### config.mk
export PLATFORM = sky130hd
export DESIGN_NAME = if_stage
export DESIGN_NICKNAME = d
export VERILOG_FILES = /design/src/rtl/cpu_pkg.sv /design/src/rtl/if_id_reg.sv /design/src/rtl/if_stage.sv
export SDC_FILE = /design/constraint.sdc
export NUM_CORES = 1
export LEC_CHECK = 0
export BUFFER_PORTS_ARGS = -buffer_cell sky130_fd_sc_hd__buf_2
export CORE_MARGIN = 4
export CORE_UTILIZATION = 54
export CTS_CLUSTER_SIZE = 16
export DETAILED_ROUTE_END_ITERATION = 8
export MAX_ROUTING_LAYER = met4
export PLACE_DENSITY = 0.85
export SETUP_SLACK_MARGIN = 0.2
export SYNTH_ARGS = -nofsm -noshare
export SYNTH_HDL_FRONTEND = slang
export SYNTH_SLANG_ARGS = --single-unit
### constraint.sdc
create_clock -name clk -period 3.3 [get_ports clk]
set_input_delay 0.165 -clock clk [delete_from_list [all_inputs] [get_ports clk]]
set_output_delay 0.165 -clock clk [all_outputs]
set_load 0.005 [all_outputs]
### src/rtl/cpu_pkg.sv
// Shared definitions for the pipelined MIPS core: opcodes, field ranges,
// fetch FSM states and the IF/ID bundle.
package cpu_pkg;

   localparam logic [5:0] OP_HALT = 6'b111111;
   localparam logic [5:0] OP_BEQ  = 6'b110000;
   localparam logic [5:0] OP_JUMP = 6'b110010;

   localparam int OP_HI  = 31;
   localparam int OP_LO  = 26;
   localparam int RS_HI  = 25;
   localparam int RS_LO  = 21;
   localparam int RT_HI  = 20;
   localparam int RT_LO  = 16;
   localparam int RD_HI  = 15;
   localparam int RD_LO  = 11;
   localparam int IMM_HI = 15;
   localparam int IMM_LO = 0;

   typedef enum logic [1:0] {
      FS_RUN,
      FS_DRAIN,
      FS_HALTED
   } fetch_state_e;

   typedef struct packed {
      logic        valid;
      logic [31:0] pc;
      logic [31:0] instr;
   } if_id_t;

   function automatic logic [5:0] instr_op(input logic [31:0] w);
      return w[OP_HI:OP_LO];
   endfunction

   function automatic logic [4:0] instr_rs(input logic [31:0] w);
      return w[RS_HI:RS_LO];
   endfunction

   function automatic logic [4:0] instr_rt(input logic [31:0] w);
      return w[RT_HI:RT_LO];
   endfunction

   function automatic logic [4:0] instr_rd(input logic [31:0] w);
      return w[RD_HI:RD_LO];
   endfunction

   function automatic logic [15:0] instr_imm(input logic [31:0] w);
      return w[IMM_HI:IMM_LO];
   endfunction

   function automatic logic is_halt(input logic [31:0] w);
      return instr_op(w) == OP_HALT;
   endfunction

endpackage

### src/rtl/if_id_reg.sv
// IF/ID pipeline register: load enable, bubble-insert flush, async reset.
// A flush only clears valid; pc/instr of a bubble are don't-care.
module if_id_reg
   import cpu_pkg::*;
(
   input  logic   clk,
   input  logic   rst_n,
   input  logic   en_i,
   input  logic   flush_i,
   input  if_id_t d_i,
   output if_id_t q_o
);

   if_id_t q_q;

   // Flush beats load; otherwise capture when enabled.
   always_ff @(posedge clk or negedge rst_n) begin
      if (!rst_n) begin
         q_q <= '0;
      end else if (flush_i) begin
         q_q.valid <= 1'b0;
      end else if (en_i) begin
         q_q <= d_i;
      end
   end

   assign q_o = q_q;

endmodule

### src/rtl/if_stage.sv
// Instruction fetch stage: PC, redirect/stall handling, halt drain FSM.
// Optional macro IF_TRACE_EN adds simulation-only fetch trace output.
module if_stage
   import cpu_pkg::*;
#(
   parameter logic [31:0] RESET_PC     = 32'h0000_0000,
   parameter int          DRAIN_CYCLES = 3
) (
   input  logic        clk,
   input  logic        rst_n,
   output logic [31:0] imem_pc,
   input  logic [31:0] imem_instr,
   input  logic        stall,
   input  logic        redirect_valid,
   input  logic [31:0] redirect_pc,
   output logic        ifid_valid,
   output logic [31:0] ifid_pc,
   output logic [31:0] ifid_instr,
   output logic        halted
);

   localparam logic [3:0]  DRAIN_CNT = 4'(DRAIN_CYCLES);
   localparam logic [31:0] PC_RST    = RESET_PC & ~32'h3;

   fetch_state_e state_q, state_d;
   logic [3:0]   cnt_q, cnt_d;
   logic [31:0]  pc_q, pc_d;
   logic [31:0]  redir_pc;

   logic   ld_en;
   logic   ld_flush;
   if_id_t ld_d;
   if_id_t ifid_q;

   assign redir_pc = redirect_pc & ~32'h3;

   // State, drain counter and PC registers.
   always_ff @(posedge clk or negedge rst_n) begin
      if (!rst_n) begin
         state_q <= FS_RUN;
         cnt_q   <= '0;
         pc_q    <= PC_RST;
      end else begin
         state_q <= state_d;
         cnt_q   <= cnt_d;
         pc_q    <= pc_d;
      end
   end

   // Next state: redirect beats stall beats advance; HALTED is absorbing.
   always_comb begin
      state_d = state_q;
      cnt_d   = cnt_q;
      pc_d    = pc_q;
      unique case (state_q)
         FS_RUN: begin
            if (redirect_valid) begin
               pc_d  = redir_pc;
               cnt_d = '0;
            end else if (!stall) begin
               if (is_halt(imem_instr)) begin
                  state_d = FS_DRAIN;
                  cnt_d   = DRAIN_CNT;
               end else begin
                  pc_d = pc_q + 32'd4;
               end
            end
         end
         FS_DRAIN: begin
            if (redirect_valid) begin
               state_d = FS_RUN;
               cnt_d   = '0;
               pc_d    = redir_pc;
            end else if (!stall) begin
               cnt_d = cnt_q - 4'd1;
               if (cnt_q == 4'd1) begin
                  state_d = FS_HALTED;
               end
            end
         end
         FS_HALTED: begin
            state_d = FS_HALTED;
         end
         default: begin
            state_d = FS_RUN;
            cnt_d   = '0;
         end
      endcase
   end

   // IF/ID control: capture in RUN, bubble on redirect or drain.
   always_comb begin
      ld_en    = 1'b0;
      ld_flush = 1'b0;
      ld_d     = '{valid: 1'b1, pc: pc_q, instr: imem_instr};
      unique case (1'b1)
         (state_q == FS_RUN): begin
            ld_flush = redirect_valid;
            ld_en    = !stall;
         end
         (state_q == FS_DRAIN): begin
            ld_flush = redirect_valid || !stall;
         end
         default: begin
            ld_en    = 1'b0;
            ld_flush = 1'b0;
         end
      endcase
   end

   if_id_reg u_if_id_reg (
      .clk     (clk),
      .rst_n   (rst_n),
      .en_i    (ld_en),
      .flush_i (ld_flush),
      .d_i     (ld_d),
      .q_o     (ifid_q)
   );

   assign imem_pc    = pc_q;
   assign ifid_valid = ifid_q.valid;
   assign ifid_pc    = ifid_q.pc;
   assign ifid_instr = ifid_q.instr;
   assign halted     = (state_q == FS_HALTED);

`ifdef IF_TRACE_EN
   // Simulation trace of captures and drain/halt transitions.
   always @(posedge clk) begin
      if (rst_n) begin
         if (ld_en && !ld_flush) begin
            $display("IF %h op=%h rs=%0d rt=%0d rd=%0d imm=%h",
                     pc_q, instr_op(imem_instr),
                     instr_rs(imem_instr), instr_rt(imem_instr),
                     instr_rd(imem_instr), instr_imm(imem_instr));
         end
         if (state_q != FS_DRAIN && state_d == FS_DRAIN) begin
            $display("IF drain start pc=%h", pc_q);
         end
         if (state_q != FS_HALTED && state_d == FS_HALTED) begin
            $display("IF halted pc=%h", pc_q);
         end
      end
   end
`endif

endmodule

==> flow_metrics.env <==
export IMPL_die_area_um2=10400
export IMPL_core_region_area_um2=8680
export IMPL_firstDrtPassIters=5
export IMPL_hp_class="in -> reg"
export IMPL_powerDensity_nw_per_um2=527
export IMPL_peakVddDrop_mv=0.298
export IMPL_skew_ns=0.0146
export IMPL_synthAdderAreaFrac_pct=0.787
export IMPL_grtUsageTotal_pct=23.2
export IMPL_die_h_um=102
export IMPL_drive_above_1_share_pct=44.2
export IMPL_vias_per_cell=5.83
export IMPL_cts_reportedPaths_clkPinSlew_ns=0.10
export IMPL_use_met1_pct=31.0
export IMPL_drv_slew=0
export IMPL_crit_required_ns=3.58
export IMPL_syn_to_final_growth_pct=21.2
export IMPL_critPathArrivalTime_ns=2.47
export IMPL_cts_buffers=9
export IMPL_grt_start_max_net_pins=56
export IMPL_antenna_found_initial=0
export IMPL_synth_avg_cell_area_um2=11.4
export IMPL_path_max_fanout=12
export IMPL_p_total_mw=3.05
export IMPL_drv_cap=0
export IMPL_drt_initial_drc_count=229
export IMPL_clk_path_buf_depth=2
export IMPL_critPathLaunchType="flop"
export IMPL_min_period_over_period_pct=66.3
export IMPL_nNetsFinal=642
export IMPL_ys_ff_latch=99
export IMPL_num_rows=34
export IMPL_p_sw_share_pct=29.7
export IMPL_num_antenna_cells=0
export IMPL_synth_xor_area_share_pct=0.367
export IMPL_die_x_um=102
export IMPL_cts_sinks=99
export IMPL_wl_per_cell_um=17.2
export IMPL_wl_mm=11.8
export IMPL_gp_congestion=0.860
export IMPL_grt_pass1_vias=3827
export IMPL_final_util_pct=66.6
export IMPL_seq_power_share_pct=51.7
export IMPL_pwr_share_clk_pct=26.2
export IMPL_p_comb_share_pct=22.1
export IMPL_p_leak_nw=2.61
export IMPL_p_sw_mw=0.906
export IMPL_grt_setup_unrepaired="false"
export IMPL_status="finished clean"
export IMPL_drc=0
export IMPL_synth_edff_count=0
export IMPL_mappedNetlistArea_um2=4770
export IMPL_fin_setup_tns_ns=0
export IMPL_min_period_ns=2.19
export IMPL_hpwl_mm=8.50
export IMPL_postSynthCellCount=419
export IMPL_ios=166
export IMPL_start_util_pct=55.0
export IMPL_cts_tree="done"
export IMPL_top_usage_layer="met2"
export IMPL_synthDistinctLibCells=54
export IMPL_gr_usage_met2_pct=38.3
export IMPL_grt_first_pass_wirelength_mm=18.8
export IMPL_root_buffer="clkbuf_8"
export IMPL_cts_resized=0
export IMPL_slew_headroom_pct=49.1
export IMPL_synth_top_family_by_area="multiplexers"
export IMPL_worst_pin_slew_ns=0.760
export IMPL_finalHoldViolCount=0
export IMPL_seq_area_frac_synth_pct=51.9
export IMPL_synthArstFlopShare_pct=100
export IMPL_max_freq_mhz=457
export IMPL_insertion_delay_ns=0.36
export IMPL_finalSetupViolations=0
export IMPL_grt_util_met3_pct=2.46
export IMPL_ant_nets=0
export IMPL_synthFlopType="dfrtp_1"
export IMPL_synth_compound_area_share_pct=13.1
export IMPL_ys_warn_count=0
export IMPL_cts_htree_levels=3
export IMPL_io_buffers=159
export IMPL_num_vias=3982
export IMPL_grt_overflow_total=0
export IMPL_crit_type="reg -> reg"
export IMPL_synth_mux_area_share_pct=15.1
export IMPL_yosys_area_share_simple_pct=13.9
export IMPL_p_int_mw=2.14
export IMPL_setup_worst_path_end_class="flop"
[stage by stage]
stage	area, um2	hold WS, ns	instances	setup slack [ns]
floorplan	4780	-0.131	422	1.63
global placement	5580	0.246	667	1.12
detailed placement	5580	0.262	667	1.12
CTS	5780	0.00950	683	1.10
global route	5780	0.00946	683	0.884
finish	5780	0.0170	683	1.11
[worst paths after layout]
path	slack, ns	cells after the start	to	from
setup / recovery	1.11	6	imem_pc[22]	imem_pc[2]
hold / removal	0.02	2	u_if_id_reg.q_o[19]	imem_instr[19]
setup reg to reg	1.11	6	imem_pc[22]	imem_pc[2]
hold reg to reg	0.49	1	u_if_id_reg.q_o[61]	u_if_id_reg.q_o[61]
max in group asynchronous	2.06	3	u_if_id_reg.q_o[43]	rst_n
min in group asynchronous	0.39	2	u_if_id_reg.q_o[16]	rst_n
[synthesized netlist by cell type, types with 4 or more instances]
master / instances / area share (%)
and3_1: 5 / 0.66
o22a_1: 5 / 0.92
buf_4: 4 / 0.63
mux2_2: 57 / 13
nor2_1: 25 / 2.0
nand3_1: 21 / 2.2
o22ai_1: 12 / 1.6
buf_6: 5 / 1.2
a2bb2oi_1: 9 / 1.7
nor3_1: 8 / 0.84
mux2_1: 5 / 1.2
dfrtp_1: 99 / 52
buf_2: 16 / 1.7
o21ai_0: 15 / 1.6
nand2_1: 31 / 2.4
inv_1: 6 / 0.47
nand4_1: 6 / 0.79
a21oi_1: 32 / 3.4
a31oi_1: 4 / 0.52
[per-layer routing]
| layer | routed length (um) | part of all wire [%] |
|---|---|---|
| met1 | 4810 | 41 |
| met2 | 6020 | 51 |
| met3 | 801 | 6.8 |
| met4 | 129 | 1.1 |
| met5 | 0 | 0 |
[cell usage in the layout, fill, tap and decap left out, types with 6 or more instances in the layout]
master / count
buf_2: 158
nor3_1: 8
nor2_1: 25
inv_1: 6
nand3_1: 21
nand4_1: 6
mux2_2: 57
o22ai_1: 12
a21oi_1: 31
clkbuf_8: 10
o21ai_0: 15
dfrtp_1: 99
buf_4: 8
nand2_1: 31
a2bb2oi_1: 9
[final cells by class]
cell class	instances	area [um2]
flip-flops and latches	99	2480
clock inverters	5	60.1
well taps	108	135
repair buffers	167	861
fillers	690	2900
multi-input cells	288	2090
inverters	6	22.5
clock buffers	10	138
[worst max-delay path, cell delays in order, from the launching register on]
cell and delay, ns:
dfrtp_1 0.46, ha_1 0.21, nand2_1 0.12, nor3_2 0.67, a311oi_1 0.18, or3_1 0.33, a31oi_1 0.14
[repair_timing]
| item | in CTS | in global routing |
|---|---|---|
| hold buffers | 1 | 0 |
| buffers inserted | 0 | 0 |
| endpoints found under the hold margin | 53 | 0 |
[power by group through the flow]
stage	Combinational (mW)	Clock [mW]	Sequential, mW
floorplan	0.343	0	1.59
global placement	0.656	0	1.58
detailed placement	0.680	0	1.60
CTS	0.683	0.816	1.58
global route	0.750	0.868	1.61
finish	0.673	0.800	1.58
[cell families after synthesis]
kind of cell	count (synthesis)
flops	99
fa+ha+maj	3
buf+inv	35
compound gates	95
xor+xnor	2
simple gates	120
other cells	1
mux	64
[flip-flops by register name, indices dropped and copies added (netlist names)]
name             cells
cnt_q                4
imem_pc             30
state_q              2
u_if_id_reg.q_o     63
No activity file was read; power rests on OpenSTA's default activity.
